`src/rtl/motoro3_seq_pkg.sv`:
```
//------------------------------------------------------------------------------
// motoro3_seq_pkg
// Shared widths, FSM state codes and the active-config bundle for the
// 3-phase step sequencer.
// Revision: 1.0
//------------------------------------------------------------------------------
`default_nettype none

package motoro3_seq_pkg;

  localparam int unsigned POWER_W    = 8;
  localparam int unsigned SPEED_W    = 25;
  localparam int unsigned PWM_LEN_W  = 12;
  localparam int unsigned PWM_MASK_W = 12;
  localparam int unsigned SPLIT_W    = 2;
  localparam int unsigned STEP_W     = 4;
  localparam int unsigned LEN_W      = 16;

  typedef logic [1:0] seq_state_t;

  localparam logic [1:0] ST_IDLE     = 2'd0;
  localparam logic [1:0] ST_LOAD     = 2'd1;
  localparam logic [1:0] ST_RUN      = 2'd2;
  localparam logic [1:0] ST_STOPPING = 2'd3;

  typedef struct packed {
    logic [POWER_W-1:0]    power_percent;
    logic [SPEED_W-1:0]    step_cnt_speed_set;
    logic [PWM_LEN_W-1:0]  pwm_len_want;
    logic [PWM_MASK_W-1:0] pwm_min_mask;
    logic [SPLIT_W-1:0]    step_split_max;
  } m3r_cfg_t;

  function automatic logic [SPEED_W-1:0] clamp_period(
    input logic [SPEED_W-1:0] req,
    input logic [SPEED_W-1:0] min_clks
  );
    return (req < min_clks) ? min_clks : req;
  endfunction

endpackage

`default_nettype wire

```
`src/rtl/motoro3_step_timer.sv`:
```
//------------------------------------------------------------------------------
// motoro3_step_timer
// Step period timer: clamps the requested period and emits a terminal-count
// pulse in the last clock of each step.
// Revision: 1.0
//------------------------------------------------------------------------------
`default_nettype none

module motoro3_step_timer
  import motoro3_seq_pkg::*;
#(
  parameter int unsigned MIN_STEP_CLKS = 64
) (
  input  logic               clk,
  input  logic               nRst,
  input  logic               en,
  input  logic               clr,
  input  logic [SPEED_W-1:0] period_req,
  output logic               tc
);

  logic [SPEED_W-1:0] period;
  logic [SPEED_W-1:0] count_q;
  logic [SPEED_W-1:0] count_d;

  always_comb begin
    period  = clamp_period(period_req, SPEED_W'(MIN_STEP_CLKS));
    tc      = en && !clr && (count_q == (period - SPEED_W'(1)));
    count_d = count_q + SPEED_W'(1);
    if (!en || clr || tc) begin
      count_d = '0;
    end
  end

  always_ff @(posedge clk) begin
    if (!nRst) begin
      count_q <= '0;
    end else begin
      count_q <= count_d;
    end
  end

endmodule

`default_nettype wire

```
`src/rtl/motoro3_step_sequencer.sv`:
```
//------------------------------------------------------------------------------
// motoro3_step_sequencer
// Commutation step sequencer with shadowed calculator config and per-step
// length capture. Optional macro MOTORO3_SEQ_DIR_EN adds a `dir` input.
// Revision: 1.0
//------------------------------------------------------------------------------
`default_nettype none

module motoro3_step_sequencer
  import motoro3_seq_pkg::*;
#(
  parameter int unsigned STEP_NUM      = 12,
  parameter int unsigned MIN_STEP_CLKS = 64
) (
  input  logic                  clk,
  input  logic                  nRst,
  input  logic                  start,
  input  logic                  stop,
  input  logic                  abort,
`ifdef MOTORO3_SEQ_DIR_EN
  input  logic                  dir,
`endif
  input  logic                  cfg_update,
  input  logic [POWER_W-1:0]    cfg_power_percent,
  input  logic [SPEED_W-1:0]    cfg_stepCNT_speedSET,
  input  logic [PWM_LEN_W-1:0]  cfg_pwmLenWant,
  input  logic [PWM_MASK_W-1:0] cfg_pwmMinMask,
  input  logic [SPLIT_W-1:0]    cfg_stepSplitMax,
  output logic [POWER_W-1:0]    m3r_power_percent,
  output logic [SPEED_W-1:0]    m3r_stepCNT_speedSET,
  output logic [PWM_LEN_W-1:0]  m3r_pwmLenWant,
  output logic [PWM_MASK_W-1:0] m3r_pwmMinMask,
  output logic [SPLIT_W-1:0]    m3r_stepSplitMax,
  output logic [STEP_W-1:0]     lcStep,
  input  logic [LEN_W-1:0]      plLen,
  input  logic [LEN_W-1:0]      slLen,
  output logic [LEN_W-1:0]      plLen_q,
  output logic [LEN_W-1:0]      slLen_q,
  output logic                  len_valid,
  output logic                  step_tick,
  output logic                  running,
  output logic                  cfg_pending
);

  localparam logic [STEP_W-1:0] STEP_LAST = STEP_W'(STEP_NUM - 1);

  seq_state_t        state_q, state_d;
  m3r_cfg_t          active_q, active_d;
  m3r_cfg_t          shadow_q, shadow_d;
  m3r_cfg_t          cfg_in;
  logic [STEP_W-1:0] lc_step_q, lc_step_d;
  logic [LEN_W-1:0]  pl_len_q, pl_len_d;
  logic [LEN_W-1:0]  sl_len_q, sl_len_d;
  logic              len_valid_q, len_valid_d;
  logic              step_tick_q, step_tick_d;
  logic              cfg_pending_q, cfg_pending_d;
  logic              cap_req_q, cap_req_d;

  logic              dir_w;
  logic              stepping;
  logic              timer_tc;
  logic [STEP_W-1:0] step_next;
  logic              step_wrap;

`ifdef MOTORO3_SEQ_DIR_EN
  assign dir_w = dir;
`else
  assign dir_w = 1'b0;
`endif

  assign stepping = (state_q == ST_RUN) || (state_q == ST_STOPPING);

  motoro3_step_timer #(
    .MIN_STEP_CLKS (MIN_STEP_CLKS)
  ) u_timer (
    .clk        (clk),
    .nRst       (nRst),
    .en         (stepping),
    .clr        (abort),
    .period_req (active_q.step_cnt_speed_set),
    .tc         (timer_tc)
  );

  always_comb begin
    cfg_in.power_percent      = cfg_power_percent;
    cfg_in.step_cnt_speed_set = cfg_stepCNT_speedSET;
    cfg_in.pwm_len_want       = cfg_pwmLenWant;
    cfg_in.pwm_min_mask       = cfg_pwmMinMask;
    cfg_in.step_split_max     = cfg_stepSplitMax;
  end

  // The wrap step is where config applies and a graceful stop completes.
  always_comb begin
    if (dir_w) begin
      step_next = (lc_step_q == '0) ? STEP_LAST : lc_step_q - STEP_W'(1);
      step_wrap = (step_next == STEP_LAST);
    end else begin
      step_next = (lc_step_q == STEP_LAST) ? '0 : lc_step_q + STEP_W'(1);
      step_wrap = (step_next == '0);
    end
  end

  always_comb begin
    state_d       = state_q;
    active_d      = active_q;
    shadow_d      = shadow_q;
    lc_step_d     = lc_step_q;
    pl_len_d      = pl_len_q;
    sl_len_d      = sl_len_q;
    len_valid_d   = 1'b0;
    step_tick_d   = 1'b0;
    cfg_pending_d = cfg_pending_q;
    cap_req_d     = cap_req_q;

    if (cfg_update) begin
      shadow_d      = cfg_in;
      cfg_pending_d = 1'b1;
    end

    case (state_q)
      ST_IDLE: begin
        lc_step_d = '0;
        pl_len_d  = '0;
        sl_len_d  = '0;
        cap_req_d = 1'b0;
        if (start && !stop && !abort) begin
          state_d = ST_LOAD;
        end
      end

      ST_LOAD: begin
        if (stop || abort) begin
          state_d = ST_IDLE;
        end else begin
          active_d      = cfg_update ? cfg_in : shadow_q;
          cfg_pending_d = 1'b0;
          lc_step_d     = '0;
          cap_req_d     = 1'b1;
          state_d       = ST_RUN;
        end
      end

      ST_RUN, ST_STOPPING: begin
        if (abort) begin
          state_d   = ST_IDLE;
          lc_step_d = '0;
          pl_len_d  = '0;
          sl_len_d  = '0;
          cap_req_d = 1'b0;
        end else begin
          if (cap_req_q) begin
            pl_len_d    = plLen;
            sl_len_d    = slLen;
            len_valid_d = 1'b1;
            cap_req_d   = 1'b0;
          end
          if ((state_q == ST_RUN) && stop) begin
            state_d = ST_STOPPING;
          end
          if (timer_tc) begin
            lc_step_d   = step_next;
            step_tick_d = 1'b1;
            cap_req_d   = 1'b1;
            if (step_wrap) begin
              active_d      = cfg_update ? cfg_in : shadow_q;
              cfg_pending_d = 1'b0;
              if (state_q == ST_STOPPING) begin
                state_d     = ST_IDLE;
                lc_step_d   = '0;
                pl_len_d    = '0;
                sl_len_d    = '0;
                len_valid_d = 1'b0;
                cap_req_d   = 1'b0;
              end
            end
          end
        end
      end

      default: begin
        state_d = ST_IDLE;
      end
    endcase
  end

  always_ff @(posedge clk) begin
    if (!nRst) begin
      state_q       <= ST_IDLE;
      active_q      <= '0;
      shadow_q      <= '0;
      lc_step_q     <= '0;
      pl_len_q      <= '0;
      sl_len_q      <= '0;
      len_valid_q   <= 1'b0;
      step_tick_q   <= 1'b0;
      cfg_pending_q <= 1'b0;
      cap_req_q     <= 1'b0;
    end else begin
      state_q       <= state_d;
      active_q      <= active_d;
      shadow_q      <= shadow_d;
      lc_step_q     <= lc_step_d;
      pl_len_q      <= pl_len_d;
      sl_len_q      <= sl_len_d;
      len_valid_q   <= len_valid_d;
      step_tick_q   <= step_tick_d;
      cfg_pending_q <= cfg_pending_d;
      cap_req_q     <= cap_req_d;
    end
  end

  assign m3r_power_percent    = active_q.power_percent;
  assign m3r_stepCNT_speedSET = active_q.step_cnt_speed_set;
  assign m3r_pwmLenWant       = active_q.pwm_len_want;
  assign m3r_pwmMinMask       = active_q.pwm_min_mask;
  assign m3r_stepSplitMax     = active_q.step_split_max;
  assign lcStep               = lc_step_q;
  assign plLen_q              = pl_len_q;
  assign slLen_q              = sl_len_q;
  assign len_valid            = len_valid_q;
  assign step_tick            = step_tick_q;
  assign running              = (state_q != ST_IDLE);
  assign cfg_pending          = cfg_pending_q;

endmodule

`default_nettype wire

```
`config.mk`:
```
export PLATFORM = sky130hd
export DESIGN_NAME = motoro3_step_sequencer
export DESIGN_NICKNAME = d
export VERILOG_FILES = /design/src/rtl/motoro3_seq_pkg.sv /design/src/rtl/motoro3_step_timer.sv /design/src/rtl/motoro3_step_sequencer.sv
export SDC_FILE = /design/constraint.sdc
export NUM_CORES = 1
export LEC_CHECK = 0
export CORE_MARGIN = 2
export CORE_UTILIZATION = 40
export CTS_BUF_LIST = sky130_fd_sc_hd__clkbuf_4 sky130_fd_sc_hd__clkbuf_8
export CTS_CLUSTER_DIAMETER = 100
export CTS_CLUSTER_SIZE = 20
export DETAILED_ROUTE_END_ITERATION = 16
export DONT_BUFFER_PORTS = 1
export PLACE_DENSITY = 0.68
export RECOVER_POWER = 25
export SLEW_MARGIN = 20
export SYNTH_ARGS = -nofsm -noshare
export SYNTH_HDL_FRONTEND = slang
export SYNTH_HIERARCHICAL = 1
export SYNTH_SLANG_ARGS = --single-unit
```
`constraint.sdc`:
```
create_clock -name clk -period 4.6 [get_ports clk]
set_input_delay 0.46 -clock clk [delete_from_list [all_inputs] [get_ports clk]]
set_output_delay 0.46 -clock clk [all_outputs]
set_load 0.05 [all_outputs]
```
==> results of run 1 <==
through the flow:
stage          power, uW  hold slack, ps
2_1_floorplan       2840             467
4_1_cts             4120            49.4
5_1_grt             4310            39.2
6_report            4120            91.4
3_5_place_dp        3030             493
3_3_place_gp        3010             483
repair_timing:
action | CTS | global route
resized for setup | 0 | 21
setup buffers | 0 | 14
setup endpoints to repair | 0 | 55
flip-flops by register name, summed over array words and instances (netlist names):
register              cells
cap_req_q                 1
cfg_pending               1
lcStep                    4
len_valid                 1
m3r_power_percent         8
m3r_pwmLenWant           12
m3r_pwmMinMask           12
m3r_stepCNT_speedSET     25
m3r_stepSplitMax          2
plLen_q                  16
shadow_q                 59
slLen_q                  16
state_q                   2
step_tick                 1
u_timer/count_q          25
metal layers:
layer	track usage [%]	routed length (um)
met2	31.8	14500
met1	25.4	12900
met3	6.82	2340
met5	0	0
met4	5.58	645
cells in the final DEF (no fill, tap or decap), types with 4 or more instances in the layout:
cell type / n
dfxtp_1: 170
nand3_1: 102
a31oi_1: 93
nor2_1: 81
nor3_1: 76
nor2b_1: 64
mux2i_1: 63
or3_1: 63
a221oi_2: 59
nand2_1: 55
buf_4: 38
nand4b_1: 36
xor2_1: 27
nor3_2: 19
xnor2_1: 18
clkbuf_8: 17
dfxtp_2: 14
a21oi_1: 12
clkbuf_1: 12
o21ai_0: 11
inv_1: 10
nand4_1: 8
nor4_1: 7
or4_1: 6
and4_1: 5
diode_2: 4
a211oi_1: 4
and3_1: 4
inv_8: 4
buf_6: 4
final cells by class:
class | instances | area (um2) | share of cell area, %
Sequential cell | 185 | 3720 | 32.5
Multi-Input combinational cell | 892 | 6340 | 55.4
Inverter | 11 | 43.8 | 0.382
Tap cell | 335 | 419 | 3.66
Antenna cell | 4 | 10.0 | 0.0874
Timing Repair Buffer | 61 | 538 | 4.70
Clock buffer | 18 | 241 | 2.11
Clock inverter | 14 | 133 | 1.16
power groups by stage:
stage	logic (uW)	registers, uW	clock network (uW)
finish	1010	2020	1090
global route	1100	2040	1180
CTS	982	2020	1120
detailed placement	979	2050	0
global placement	959	2050	0
floorplan	644	2190	0
logic make-up (layout without fill, tap and decap cells):
logic type	count (synthesis)	after routing	share of synthesized area (%)
simple gates	565	565	30.2
compound gates	212	212	17.9
flops	185	185	34.9
buf+inv	139	104	6.70
mux	65	67	6.19
xor+xnor	45	45	3.72
fa+ha+maj	3	3	0.354
other cells	0	4	0
critical path, delay by kind of cell (launching register included):
| family | cells | cell delay, ps |
|---|---|---|
| AND/OR/NAND/NOR | 13 | 3050 |
| multiplexers | 1 | 390 |
| flip-flops | 1 | 350 |
| AO/OA/AOI/OAI | 2 | 340 |
| adder cells (fa/ha/maj) | 1 | 150 |
| buffers and inverters | 1 | 150 |
worst min-delay path by stage:
stage                       from      endpoint  cells past startpoint
finish                     abort    state_q[1]                      1
global route               abort    state_q[0]                      1
CTS                        abort    state_q[0]                      1
detailed placement  shadow_q[55]  shadow_q[55]                      2
global placement    shadow_q[36]  shadow_q[36]                      2
floorplan           shadow_q[13]  shadow_q[13]                      2
==> results.yml, run 1 <==
run_status:
  status: "finished, final reports clean"
floorplanning:
  rows: 59
  start_util_pct: 40.7
  die_area_um2: 27800
  dieHeight_um: 167
  ios: 196
  die_w_um: 167
  coreArea_um2: 26100
layout:
  area_delta_synth_final_pct: 7.96
  finalInstanceArea_um2: 11500
  drive_gt1_share_pct: 17.5
  fin_cells: 1520
  n_fill_cell: 2501
  final_nets: 1268
  postLayoutCoreUtil_pct: 43.9
timing:
  hold_viol: 0
  post-route-period-util_pct: 98.3
  finClkSkew_ps: 22.6
  setup_violations: 0
  worst_pin_slew_ps: 1120
  setup_slack_ps: 79.9
  slew_viol_final: 0
  max_freq_mhz: 221
  rsz0062_at_grt: "yes"
  period_needed_ps: 4520
  tns_ps: 0
  slew-limit-headroom_pct: 25.6
global_routing:
  grt_max_degree: 179
  grt_use_total_pct: 19.9
  grt_pass1_wl_um: 45900
  grt-ovfl-total: 0
  grt_pass1_vias: 8457
  antenna_found_initial: 4
logic_synthesis:
  synth_top_area_share_pct: 34.9
  ys_dominant_reg_cell: "dfxtp_1"
  synth_top_cell_by_area: "dfxtp_1"
  postSynthNetCount: 1314
  synth.most_common_cell: "dfxtp_1"
  ys_ff_latch: 185
  syn_area_um2: 10600
  yosysWarnings: 6
  synthTopCellsByArea: "dfxtp_1 35%, a221oi_2 8.4%, mux2i_1 5.9%"
  synth-seq-area-share_pct: 34.9
  async_reset_ff_share_pct: 0
  synth_cells: 1214
  avgSynthCellArea_um2: 8.74
  synthTopCellsByCount: "185 x dfxtp_1, 103 x nand3_1, 94 x a31oi_1, 81 x nor2_1, 76 x nor3_1"
  synth.distinct_cells: 67
  synth-edff-count: 0
routing:
  drc_errors: 0
  vias_per_cell: 6.16
  firstDrtPassIters: 6
  wirelength_um: 30500
  vias: 9361
  drt_iter0_drc: 781
  ant_nets: 0
  detail_route.wl_per_cell_um: 20.0
setup_path:
  reg2reg_depth: 18
  critPathCapture: "m3r_stepCNT_speedSET[9]"
  crit_type: "register to register"
  end_kind: "register"
  slowest_stage: "or4_4"
  crit_required_ps: 4990
  cp-start-kind: "register"
  path_max_fanout: 6
  r2r-start: "m3r_stepCNT_speedSET[8]"
  crit_start: "m3r_stepCNT_speedSET[8]"
  cpPeakStageDelay_ps: 550
  r2r-end: "m3r_stepCNT_speedSET[9]"
  r2r_slack_ps: 80
  crit_top_cell: "nand2_2"
  crit_arrival_ps: 4910
  cp_cell_sequence: "or4_4 > nor3_4 > nand2_2 > nand2_2 > ha_4 > nand2b_4 > nor4_4 > nand4b_1 > or3b_1 > a211oi_2 > nor3_1 > and4bb_1 > and2_4 > nand3b_1 > mux2_4 > buf_6 > or3_4 > a31oi_4"
pwr:
  power_frac_seq_pct: 49.0
  combPwrFrac_pct: 24.6
  p_sw_uw: 1570
  p_int_uw: 2550
  p_per_area_nw_per_um2: 360
  irDropWorstVdd_mv: 0.190
  power_leakage_uw: 0.00378
  pwr-share-clk_pct: 26.4
  swShare_pct: 38.1
cts:
  ctsHtreeMaxLevel: 4
  cts_max_path_buffers: 2
  cts_tree: "built"
  ctsHoldBuffers: 0
  cts_buffers: 17
  path_clk_slew_ps: 100
  ctsRootBufferMaster: "clkbuf_8"
  clk_latency_ps: 480
  cts_sinks: 185
placement:
  dp_slack_ps: 75.9
  globalplace.congestion: 0.942
  port-buffer-count: 0
  dpl_cell_area_um2: 10800
  hpwl_um: 18500
  placed_cells: 1463
min_path:
  hp-class: "primary input to register"
run:
  cap_violations: 0
Power figures use the tool's default switching activity.
==> inputs of run 2 (changes only) <==
Settings changed: CTS_BUF_LIST sky130_fd_sc_hd__clkbuf_4 sky130_fd_sc_hd__clkbuf_8 to sky130_fd_sc_hd__clkbuf_2.
==> results.yml, run 2 (synthesis gave the netlist of run 1 again) <==
setup_path:
  cp_cell_sequence: "or4_4 > nor3_4 > nand2_2 > nand2_1 > ha_2 > nand2b_4 > or3_4 > a21oi_2 > xnor2_1 > o221ai_1 > nor4_1 > and4bb_1 > and2_4 > nand3b_1 > mux2_4 > clkbuf_16 > or3_1 > a31oi_1"
  critPathCapture: "m3r_power_percent[0]"
  cpPeakStageDelay_ps: 550
  r2r-start: "m3r_stepCNT_speedSET[8]"
  r2r_slack_ps: -30
  slowest_stage: "or4_4"
  crit_required_ps: 5290
  crit_family: "simple AND/OR/NAND/NOR gates"
  crit_type: "register to register"
  r2r-end: "m3r_power_percent[0]"
  reg2reg_depth: 18
  path_max_fanout: 20
  cp.buffers_inverters: 1
  cp_num_cells: 18
  crit_arrival_ps: 5320
  crit_start: "m3r_stepCNT_speedSET[8]"
  cp-start-kind: "register"
  end_kind: "register"
placement:
  placed_cells: 1463
  dpl_cell_area_um2: 10800
  hpwl_um: 18500
  globalplace.congestion: 0.942
  port-buffer-count: 0
floorplanning:
  start_util_pct: 40.7
  dieHeight_um: 167
  die_w_um: 167
  coreArea_um2: 26100
  rows: 59
  ios: 196
  die_area_um2: 27800
pwr:
  combPwrFrac_pct: 28.6
  pwr-share-clk_pct: 20.6
  power_frac_seq_pct: 50.7
  p_int_uw: 2400
  p_sw_uw: 1600
  p_per_area_nw_per_um2: 323
  power_uw: 4000
  irDropWorstVdd_mv: 0.169
  swShare_pct: 40.0
  power_leakage_uw: 0.00420
global_routing:
  grt_pass1_vias: 8975
  grt_pass1_wl_um: 48200
  antenna_found_initial: 6
  grt_max_degree: 179
  grt_use_total_pct: 20.9
  grt-ovfl-total: 0
layout:
  n_fill_cell: 2426
  largest_register: "shadow_q"
  area_delta_synth_final_pct: 16.6
  final_common_cell: "dfxtp_1"
  drive_gt1_share_pct: 17.6
  final_nets: 1366
  fin_cells: 1619
  layout_common_cells: "170 x dfxtp_1, 102 x nand3_1, 95 x dlygate4sd3_1"
  finalInstanceArea_um2: 12400
  largest_reg_flops: 59
routing:
  ant_nets: 0
  detail_route.wl_per_cell_um: 19.9
  drc_errors: 0
  drt_iter0_drc: 833
  vias: 9842
  wirelength_um: 32100
  vias_per_cell: 6.08
  firstDrtPassIters: 7
timing:
  period_needed_ps: 4630
  rsz0062_at_grt: "yes"
  setup_violations: 15
  slew-limit-headroom_pct: 31.2
  hold_viol: 0
  post-route-period-util_pct: 101
  setup_slack_ps: -26.6
  slew_viol_final: 0
  worst_pin_slew_ps: 1030
  finClkSkew_ps: 61.5
  hold_ws_ps: 99.9
  max_freq_mhz: 216
cts:
  cts_max_path_buffers: 2
  ctsHtreeMaxLevel: 4
  ctsRootBufferMaster: "clkbuf_2"
  cts_sinks: 185
  cts_buffers: 17
  path_clk_slew_ps: 330
  clk_latency_ps: 770
  cts_tree: "built"
run:
  cap_violations: 0
min_path:
  hp-class: "primary input to register"
run_status:
  status: "finished, violations left"
  violations: "negative setup slack"
==> run 2: changes by cell type in the layout (fill, tap and decap cells not counted), sizes merged <==
cell | before | now
buf | 46 | 60
clkbuf | 33 | 22
diode | 4 | 5
dlygate4sd3 | 0 | 95
==> run 2: power by group through the flow <==
stage	Combinational [uW]	Clock, uW	Sequential [uW]
after CTS	1100	857	2020
after detailed placement	979	0	2050
final	1140	825	2030
after floorplan	644	0	2190
after global routing	1230	908	2050
after global placement	959	0	2050
==> run 2: through the flow <==
| stage | util, % | setup slack [ps] | TNS [ps] |
|---|---|---|---|
| finish | 47.5 | -26.6 | -189 |
| global route | 47.5 | -107 | -3920 |
| CTS | 46.1 | 16.7 | 0 |
| detailed placement | 41.3 | 75.9 | 0 |
| global placement | 41.3 | 146 | 0 |
| floorplan | - | 1.50 | 0 |
==> run 2: how the worst min path moves through the flow <==
stage	from	end	slack, ps	cells past startpoint
3_5_place_dp	shadow_q[55]	shadow_q[55]	490	2
4_1_cts	start	state_q[0]	20	4
6_report	start	state_q[0]	100	4
5_1_grt	start	state_q[0]	20	4
2_1_floorplan	shadow_q[13]	shadow_q[13]	470	2
3_3_place_gp	shadow_q[36]	shadow_q[36]	480	2
==> run 2: worst min-delay path, stage by stage <==
cell     delay (ps)
or3b_2          170
a21oi_1          60
a31oi_1         140
nor3_1           50
==> run 2: per-layer routing <==
layer,GRT usage [%],up-vias,wire length [um]
li1,-,4638,-
met1,26.6,4768,13600
met2,34.5,373,15600
met3,5.92,61,2350
met4,5.70,2,678
met5,0,-,9
==> run 2: cell type report <==
class                   count  area, um2  area share, %
diodes                      5       12.5          0.101
clock buffers              18       90.1          0.728
clock inverters            14        133           1.07
inverters                  11       43.8          0.354
multi-input cells         892       6350           51.3
flip-flops and latches    185       3720           30.1
well taps                 335        419           3.39
repair buffers            159       1600           12.9
==> run 2: repair_timing <==
item / 4_1_cts / 5_1_grt
hold buffers: 98 / 0
buffers inserted: 0 / 14
gates resized for setup: 0 / 20
endpoints found under the setup margin: 0 / 62
hold endpoints to repair: 159 / 0
